**src/rtl/apb_pkg.sv**
```systemverilog
// Shared APB definitions: FSM state encoding, register-index constants, address check.
// Latency: n/a (types, constants and a pure function only).
// Backpressure: n/a.
package apb_pkg;

    // Encoding matches the APB master so state values read the same on both sides.
    typedef enum logic [1:0] {
        ST_IDLE   = 2'b01,
        ST_SETUP  = 2'b11,
        ST_ACCESS = 2'b10
    } apb_state_e;

    localparam int ID_REG_IDX   = 0;   // read-only identification register
    localparam int FIRST_RW_IDX = 1;   // first writable register
    localparam int WAIT_CNT_W   = 4;   // wait-state counter width (0..15)

    // An access is refused when misaligned, beyond the bank, or a write to the ID register.
    function automatic logic access_bad(input logic [1:0]  byte_off,
                                        input logic [31:0] word_idx,
                                        input logic [31:0] num_regs,
                                        input logic        is_write);
        return (byte_off != 2'b00) ||
               (word_idx >= num_regs) ||
               (is_write && (word_idx == 32'(ID_REG_IDX)));
    endfunction

endpackage

```
**src/rtl/apb_slave_regfile_if.sv**
```systemverilog
// APB bus bundle between the team's APB master and the register-file slave.
// Latency: n/a (wires only).
// Backpressure: pready from the slave stretches the ACCESS phase.
// Signals: psel/penable/pwrite/paddr/pwdata (master->slave), prdata/pready/pslverr (slave->master).
interface apb_slave_regfile_if #(
    parameter int ADDR_WIDTH = 8,
    parameter int DATA_WIDTH = 32
);
    logic                  psel;
    logic                  penable;
    logic                  pwrite;
    logic [ADDR_WIDTH-1:0] paddr;
    logic [DATA_WIDTH-1:0] pwdata;
    logic [DATA_WIDTH-1:0] prdata;
    logic                  pready;
    logic                  pslverr;

    modport master (
        output psel, penable, pwrite, paddr, pwdata,
        input  prdata, pready, pslverr
    );

    modport slave (
        input  psel, penable, pwrite, paddr, pwdata,
        output prdata, pready, pslverr
    );
endinterface

```
**src/rtl/apb_slave_fsm.sv**
```systemverilog
// APB slave protocol FSM: phase tracking, optional wait states, pready/pslverr, bank strobes.
// Latency: setup_done fires in the SETUP cycle; write_commit in the completing ACCESS cycle.
// Backpressure: pready low for WAIT_CYCLES ACCESS cycles when APB_SLAVE_WAIT_EN is defined, else always 1.
// Ports: pclk, reset (async active-high), psel/penable/pwrite, addr_bad (combinational check of paddr),
//        pready, pslverr, setup_done, write_commit.
module apb_slave_fsm
    import apb_pkg::*;
#(
    parameter int WAIT_CYCLES = 2
) (
    input  logic pclk,
    input  logic reset,
    input  logic psel,
    input  logic penable,
    input  logic pwrite,
    input  logic addr_bad,
    output logic pready,
    output logic pslverr,
    output logic setup_done,
    output logic write_commit
);

    apb_state_e state;
    apb_state_e state_nxt;
    logic       bad_q;
    logic       in_access;

    // The state register records the phase sampled at the last edge, so a live ACCESS
    // cycle is one that follows a SETUP (or a stretched ACCESS) of this transfer.
    assign setup_done = psel & ~penable;
    assign in_access  = psel & penable & ((state == ST_SETUP) || (state == ST_ACCESS));

`ifdef APB_SLAVE_WAIT_EN
    logic [WAIT_CNT_W-1:0] wait_cnt;

    always_ff @(posedge pclk or posedge reset) begin
        if (reset) begin
            wait_cnt <= '0;
        end else if (!psel) begin
            wait_cnt <= '0;                         // aborted transfer leaves no residue
        end else if (setup_done) begin
            wait_cnt <= WAIT_CNT_W'(WAIT_CYCLES);
        end else if (in_access && (wait_cnt != '0)) begin
            wait_cnt <= wait_cnt - 1'b1;
        end
    end

    assign pready = ~(in_access & (wait_cnt != '0));
`else
    logic unused_wait_cycles;
    assign unused_wait_cycles = (WAIT_CYCLES != 0);
    assign pready = 1'b1;
`endif

    assign pslverr      = in_access & pready & bad_q;
    assign write_commit = in_access & pready & pwrite & ~bad_q;

    always_ff @(posedge pclk or posedge reset) begin
        if (reset) begin
            state <= ST_IDLE;
            bad_q <= 1'b0;
        end else begin
            state <= state_nxt;
            if (setup_done) begin
                bad_q <= addr_bad;
            end
        end
    end

    always_comb begin
        state_nxt = state;
        case (state)
            ST_IDLE: begin
                if (psel && !penable) state_nxt = ST_SETUP;
            end
            ST_SETUP: begin
                if (!psel)        state_nxt = ST_IDLE;
                else if (penable) state_nxt = ST_ACCESS;
            end
            ST_ACCESS: begin
                if (!psel)         state_nxt = ST_IDLE;
                else if (!pready)  state_nxt = ST_ACCESS;
                else if (!penable) state_nxt = ST_SETUP;
                // Completed with penable still high: drop to IDLE so a held penable
                // cannot commit twice; a following SETUP is picked up from IDLE.
                else               state_nxt = ST_IDLE;
            end
            default: state_nxt = ST_IDLE;
        endcase
    end

endmodule

```
**src/rtl/apb_slave_regfile.sv**
```systemverilog
// APB slave register file: ID register at index 0, RW registers 1..NUM_REGS-1, exported on reg_q.
// Latency: read data registered at the end of SETUP; writes visible on reg_q the cycle after ACCESS.
// Backpressure: optional wait states (define APB_SLAVE_WAIT_EN) hold pready low for WAIT_CYCLES.
// Ports: pclk, reset (async active-high), apb (slave modport), reg_q (all registers), wr_count (good writes, wraps).
module apb_slave_regfile
    import apb_pkg::*;
#(
    parameter int                    ADDR_WIDTH  = 8,
    parameter int                    DATA_WIDTH  = 32,
    parameter int                    NUM_REGS    = 8,
    parameter logic [DATA_WIDTH-1:0] ID_VALUE    = 32'hA5B0_0001,
    parameter int                    WAIT_CYCLES = 2
) (
    input  logic                           pclk,
    input  logic                           reset,
    apb_slave_regfile_if.slave             apb,
    output logic [NUM_REGS*DATA_WIDTH-1:0] reg_q,
    output logic [7:0]                     wr_count
);

    logic [DATA_WIDTH-1:0] regs [FIRST_RW_IDX:NUM_REGS-1];
    logic [31:0]           idx_w;
    logic                  addr_bad;
    logic [DATA_WIDTH-1:0] rd_mux;
    logic                  setup_done;
    logic                  write_commit;

    assign idx_w    = 32'(apb.paddr[ADDR_WIDTH-1:2]);
    assign addr_bad = access_bad(apb.paddr[1:0], idx_w, 32'(NUM_REGS), apb.pwrite);

    apb_slave_fsm #(
        .WAIT_CYCLES (WAIT_CYCLES)
    ) u_fsm (
        .pclk         (pclk),
        .reset        (reset),
        .psel         (apb.psel),
        .penable      (apb.penable),
        .pwrite       (apb.pwrite),
        .addr_bad     (addr_bad),
        .pready       (apb.pready),
        .pslverr      (apb.pslverr),
        .setup_done   (setup_done),
        .write_commit (write_commit)
    );

    always_comb begin
        rd_mux = '0;
        if (!addr_bad) begin
            if (idx_w == 32'(ID_REG_IDX)) begin
                rd_mux = ID_VALUE;
            end
            for (int i = FIRST_RW_IDX; i < NUM_REGS; i++) begin
                if (idx_w == 32'(i)) rd_mux = regs[i];
            end
        end
    end

    // paddr is held stable through ACCESS, so the commit decodes it directly.
    always_ff @(posedge pclk or posedge reset) begin
        if (reset) begin
            apb.prdata <= '0;
            wr_count   <= '0;
            for (int i = FIRST_RW_IDX; i < NUM_REGS; i++) begin
                regs[i] <= '0;
            end
        end else begin
            if (setup_done) begin
                apb.prdata <= rd_mux;
            end
            if (write_commit) begin
                wr_count <= wr_count + 8'd1;
                for (int i = FIRST_RW_IDX; i < NUM_REGS; i++) begin
                    if (idx_w == 32'(i)) regs[i] <= apb.pwdata;
                end
            end
        end
    end

    assign reg_q[ID_REG_IDX*DATA_WIDTH +: DATA_WIDTH] = ID_VALUE;
    for (genvar g = FIRST_RW_IDX; g < NUM_REGS; g++) begin : g_export
        assign reg_q[g*DATA_WIDTH +: DATA_WIDTH] = regs[g];
    end

endmodule

```
**src/flat_wrapper.sv**
```systemverilog
// flat-port wrapper written by rule: the top's interface ports become plain ports
module apb_slave_regfile_flat import apb_pkg::*;
#(
    parameter int                    ADDR_WIDTH  = 8,
    parameter int                    DATA_WIDTH  = 32,
    parameter int                    NUM_REGS    = 8,
    parameter logic [DATA_WIDTH-1:0] ID_VALUE    = 32'hA5B0_0001,
    parameter int                    WAIT_CYCLES = 2
)
  (pclk, reset, reg_q, wr_count, apb_psel, apb_penable, apb_pwrite, apb_paddr, apb_pwdata, apb_prdata, apb_pready, apb_pslverr);
  apb_slave_regfile_if #(.ADDR_WIDTH(ADDR_WIDTH), .DATA_WIDTH(DATA_WIDTH)) apb_i ();
  input  logic pclk;
  input  logic reset;
  output logic [NUM_REGS*DATA_WIDTH-1:0] reg_q;
  output logic [7:0] wr_count;
  input wire logic [$bits(apb_i.psel)-1:0] apb_psel;
  input wire logic [$bits(apb_i.penable)-1:0] apb_penable;
  input wire logic [$bits(apb_i.pwrite)-1:0] apb_pwrite;
  input wire logic [$bits(apb_i.paddr)-1:0] apb_paddr;
  input wire logic [$bits(apb_i.pwdata)-1:0] apb_pwdata;
  output wire logic [$bits(apb_i.prdata)-1:0] apb_prdata;
  output wire logic [$bits(apb_i.pready)-1:0] apb_pready;
  output wire logic [$bits(apb_i.pslverr)-1:0] apb_pslverr;
  assign apb_i.psel = apb_psel;
  assign apb_i.penable = apb_penable;
  assign apb_i.pwrite = apb_pwrite;
  assign apb_i.paddr = apb_paddr;
  assign apb_i.pwdata = apb_pwdata;
  assign apb_prdata = apb_i.prdata;
  assign apb_pready = apb_i.pready;
  assign apb_pslverr = apb_i.pslverr;
  apb_slave_regfile #(.ADDR_WIDTH(ADDR_WIDTH), .DATA_WIDTH(DATA_WIDTH), .NUM_REGS(NUM_REGS), .ID_VALUE(ID_VALUE), .WAIT_CYCLES(WAIT_CYCLES)) u_core (.pclk(pclk), .reset(reset), .apb(apb_i), .reg_q(reg_q), .wr_count(wr_count));
endmodule
```
**config.mk**
```make
export PLATFORM = sky130hd
export DESIGN_NAME = apb_slave_regfile_flat
export DESIGN_NICKNAME = d
export VERILOG_FILES = /design/src/rtl/apb_pkg.sv /design/src/rtl/apb_slave_regfile_if.sv /design/src/rtl/apb_slave_fsm.sv /design/src/rtl/apb_slave_regfile.sv /design/src/flat_wrapper.sv
export SDC_FILE = /design/constraint.sdc
export NUM_CORES = 1
export LEC_CHECK = 0
export CORE_MARGIN = 8
export CORE_UTILIZATION = 48
export DETAILED_ROUTE_END_ITERATION = 16
export PLACE_DENSITY = 0.8
export SYNTH_ARGS = -nofsm -noshare
export SYNTH_HDL_FRONTEND = slang
export SYNTH_SLANG_ARGS = --single-unit
```
**constraint.sdc**
```tcl
create_clock -name pclk -period 10.8 [get_ports pclk]
set_input_delay 1.08 -clock pclk [delete_from_list [all_inputs] [get_ports pclk]]
set_output_delay 1.08 -clock pclk [all_outputs]
set_load 0.01 [all_outputs]
```
---- After elaboration in Yosys (flattened, before gate mapping) ----
Cells that the tools add are included.
storage, ports and cells
  flip-flop bits (word level) ............. 267
  input bits .............................. 45
  output and inout port bits .............. 298
  word-level logic and storage cells ...... 64
operators by class
  add/sub/neg operators ................... 1
  order comparisons ....................... 1
  eq/ne operators ......................... 12
  mux-type cells .......................... 15
  bitwise logic cells ..................... 8
  reduce and logical (&&, ||, !) cells .... 16
operator list
  kind                                                  count
  two-way mux 32 bit                                    9
  logical NOT 32 bit                                    1
  equality test 6 x 3 -> 1 bit (second input constant)  4
  AND reduction 2 bit                                   8
  equality test 6 x 2 -> 1 bit (second input constant)  2
  two-way mux 2 bit                                     5
  adder 8 x 1 -> 8 bit (second input constant)          1
  AND 1 bit                                             6
  equality test 6 x 1 -> 1 bit (second input constant)  1
  >= comparator 6 x 4 -> 1 bit (second input constant)  1
  one-hot mux 2 bit (3 select lines)                    1
  equality test 2 bit (second input constant)           2
  logical OR 1 bit                                      3
  inequality test 3 bit (second input constant)         1
  equality test 2 x 1 -> 1 bit (second input constant)  1
  logical AND 1 bit                                     2
  inequality test 2 bit (second input constant)         1
  NOT 1 bit                                             2
  nonzero test 2 bit                                    1
  logical NOT 1 bit                                     1

---- Logic depth before layout (Yosys ltp) ----
  depth after elaboration ................. 10
  mapped depth ............................ 7
  mapped depth without buffers ............ 4

---- Modules after synthesis ----
A second synthesis with hierarchy kept.
second synthesis, totals
  cell total of the unflattened synthesis .. 952
  area, all modules ....................... 12376.9 µm²
by module, submodules not included
  module             times used  cells an instance  area each (µm²)  seq. area each (µm²)
  apb_slave_regfile  1           935                12208.0          6606.3
  apb_slave_fsm      1           17                 168.9            76.3

---- Worst setup path before layout ----
Ideal clock, no wire load.
  path type ............................... in2reg
  start point ............................. in apb_paddr[7]
  end point ............................... reg u_core.regs (netlist bit u_core.reg_q[128])
  setup time .............................. 0.127 ns
  arrival time ............................ 2.667 ns
  setup slack ............................. 8.006 ns
  stages .................................. 7
  cells stage by stage .................... or4b_1 -> buf_2 -> nor3_4 -> and2_1 -> buf_4 -> buf_6 -> mux2_1
between the ends
  cells in the longest elaborated chain, start to end .. 2
ends and longest elaborated chain
  what                                  line                     source
  from (decl)                           flat_wrapper.sv:19       input wire logic [$bits(apb_i.paddr)-1:0] apb_paddr;
  equality test 6 x 3 -> 1 bit          apb_slave_regfile.sv:73  if (idx_w == 32'(i)) regs[i] <= apb.pwdata;
  AND reduction 2 bit (no source line)  n/a
  to (signal, indexed assignment)       apb_slave_regfile.sv:73
  to (decl)                             apb_slave_regfile.sv:21  logic [DATA_WIDTH-1:0] regs [FIRST_RW_IDX:NUM_REGS-1];
Every way passes these cells.
A chain may end at the register's enable or synchronous reset.

---- Worst setup path in the final report ----
  start point ............................. in apb_paddr[7]
  end point ............................... reg u_core.regs (netlist bit u_core.reg_q[243])
Same word-level chain as after synthesis.

==> impl_results.md <==
- PD cells: 128 nW/µm²
- Peak supply drop: 0.000100 V
- Worst-Skew Late Latency: roughly 540 ps
- Vias in the first global route: 10100
- P_leak: approximately 7.2 nW
- Clock Path Buffers: 3
- Sw Ratio: 22.7%
- Via/cell ratio: about 6.2
- #FFs+latches synth: 267
- Final Non-Filler Cells: 1553
- Die ar.: 30700 µm²
- Post-Place Cells: 1500
- I/O pin count: 343
- Max Fclk: 256 MHz
- Gr ovfl total: 0
- CP max stage delay: ~1200 ps
- RSZ-0062 raised after global routing: no
- Slew Limit Headroom: 19.9%
- FFs w/ async S/R, synth: 100%
- DR pass1 iterations: 8
- Critical path class: in2reg
- Critical-path maximum fanout: 32
- Fin. Hold Viols: 0
- Seq/Total Area, Yosys: 55.0%
- Setup bufs post-CTS: 0
- Crit path capture type: flip-flop
- Clock power share: 46.8%
- DPL Wire Length: 26500 µm
- Met3 GRT Util: 7.30%
- CP max stage cell: nor2_4
- Combinational share of power: 5.1%
- Yosys top cell by area: dfrtp_1
- Std cell rows: 58
- Width of the die: 175 µm
- Netlist cell types: about 50
- Synth top area share: between 50% and 60%
- Hold WS: approximately 450 ps
- Largest net degree at the start of global routing: 125
- Hold Path Class: reg2reg
- DR DRC count: 0
- Reg power frac: 48.0%
- Syn Std Cell Area: roughly 12000 µm²
- First-pass GRT wire length: 62900 µm
- Post-DRT Antenna Nets: 0
- Antenna violations before repair: 0
- DRT iter0 DRCs: between 900 and 1000
- Min Tclk post-route: about 4000 ps
- Net switching power figure: 0.473 mW
- Internal: 1.62 mW
- Slew Limit Fails: 0
- Clk sinks: 267
- CTS clk-pin slew, worst paths: 60 ps
- Clock skew: 8.57 ps
- DR WL/cell: between 20 and 30 µm
- FF+latch area: 6680 µm²
- Syn Area/Cell: 13.2 µm²
- Layout cells sized above 1: 20.0%
- PortBufs: 309
- H-tree depth: 1
- Vias after detailed routing: 9602
- Ys Warns: 0
- Root Buffer: clkbuf_16
- Gate Count Post-Synth: just over 900
- Met2 usage: 41.9%
- Initial core utilization: 48.5%
- Met1 Use GR: 33.5%
- Setup violators final: 0
- Total CTS buffers: 29
- Top cells by area, synth: dfrtp_1, mux2_2, mux2_1
- CP required: 11220 ps
- Multi-input logic area: 5040 µm²
- Grt peak-use layer: met2
- Post-layout worst setup margin: 6900 ps
- WL final: between 40000 and 50000 µm
- GR Util All Layers: 26.1%
- CTS resizes: 0
- ANT cells: 0
- Startpoint type of the worst setup path: primary input
- Core area: 25000 µm²
- Routability cong.: a little over 0.8
- Crit-path cells: clkdlybuf4s50_1 -> nor4b_1 -> nand3_1 -> nor2_4 -> mux2_2
- Crit path DAT: 4320 ps
- Max Cap Viol: 0
- Die extent in y: around 180 µm
- Final period util: between 30 and 40%
- Status: finished, final reports clean
- Syn-to-layout area delta: 34.3%
- FILL cells: 1933
- Layout Nets: 1247
- Final setup TNS: 0 ps
- CTS Hold Bufs: 0
- Main synth FF type: dfrtp_1
- DP Worst Slack: 6380 ps
- Number of synthesized flops with an enable pin: 0
- CTS tree: yes
- Worst slew pin tran: 1200 ps
- Final Core Density: between 60 and 70%
## synth_stat cells (2+ instances only)
library cell / number
or3_1: 21
nand2b_1: 26
xnor2_1: 3
and2_1: 6
nand3_1: 3
nand2_1: 21
buf_2: 26
xor2_1: 4
clkbuf_1: 38
nor2b_1: 3
buf_6: 3
a32oi_1: 24
a221oi_1: 11
a22oi_1: 43
mux2_1: 66
buf_1: 3
o22a_1: 20
a222oi_1: 20
dfrtp_1: 266
nor3_1: 2
nor2_1: 8
inv_1: 4
o221ai_1: 11
conb_1: 2
a31oi_1: 20
buf_4: 37
nor3_2: 3
a21oi_1: 21
o22ai_1: 9
o32a_1: 20
mux2_2: 158
## registers in the layout, indices dropped and copies added (netlist names)
signal,count
u_core.u_fsm.bad_q,1
u_core.u_fsm.state,2
u_core.wr_count,8
u_core.apb.prdata,32
u_core.reg_q,224
## cell families (layout without fill, tap and decap cells)
family / after synthesis / count (layout) / synth area share [%]
AO/OA/AOI/OAI: 202 / 202 / 13.4
other: 2 / 33 / 0.0618
AND/OR/NAND/NOR: 105 / 105 / 5.11
buffers and inverters: 111 / 383 / 5.03
XOR/XNOR: 7 / 7 / 0.505
multiplexers: 224 / 224 / 20.8
adder cells (fa/ha/maj): 2 / 2 / 0.185
flip-flops: 267 / 267 / 55.0
## path summary, 6_finish.rpt
check                                 startpoint                    end  slack (ps)  cells past startpoint
setup / recovery                    apb_paddr[7]      u_core.reg_q[243]        6900                      5
hold / removal             u_core.u_fsm.state[0]  u_core.u_fsm.state[0]         450                      1
setup reg to reg              u_core.u_fsm.bad_q      u_core.reg_q[161]        7790                      4
hold reg to reg            u_core.u_fsm.state[0]  u_core.u_fsm.state[0]         450                      1
max in group asynchronous                  reset      u_core.reg_q[245]        8030                      3
min in group asynchronous                  reset      u_core.reg_q[155]        1120                      2
## area by class of cell
class,instances,area share [%]
well taps,330,2.53
flip-flops and latches,267,40.9
clock buffers,42,5.11
clock inverters,11,0.675
multi-input cells,573,30.9
inverters,4,0.138
repair buffers,326,19.7
## per-layer routing
layer / part of all wire [%] / vias to the layer above
met2: 48 / 552
met4: 3.0 / 0
li1: - / 4020
met1: 40 / 4937
met5: 0 / -
met3: 9.8 / 93
## cells in the final DEF, fill, tap and decap left out, drive strengths merged, types with 3 or more instances in the layout
cell             n
nor2             9
a21oi           21
xnor2            3
clkbuf          42
mux2           224
nand3            3
a222oi          20
o221ai          11
nand2b          26
xor2             4
dfrtp          266
a22oi           43
nand2           21
o22a            20
clkinv           7
and2             6
clkdlybuf4s50  308
o22ai            9
inv              4
conb            33
nor3             6
o32a            20
a221oi          11
buf             18
or3             21
a31oi           20
nor2b            3
a32oi           24
## stage by stage
stage / cell area [µm²] / total power [mW]
after floorplan: 12300 / 1.08
after global placement: 15400 / 1.13
after detailed placement: 15400 / 1.13
after CTS: 16300 / 2.10
after global routing: 16300 / 2.16
final: 16300 / 2.09
## worst max-delay path: cells and delay by family
family | cells | cell delay [ps]
mux | 1 | 430
simple gates | 3 | 2320
buf+inv | 1 | 470
## power groups by stage
stage	logic, mW	registers, mW	clock network (mW)
after floorplan	0.0623	1.02	0
after global placement	0.105	1.02	0
after detailed placement	0.106	1.02	0
after CTS	0.106	1.00	0.994
after global routing	0.116	1.00	1.04
final	0.107	1.00	0.978
No activity file was read; power rests on OpenSTA's default activity.
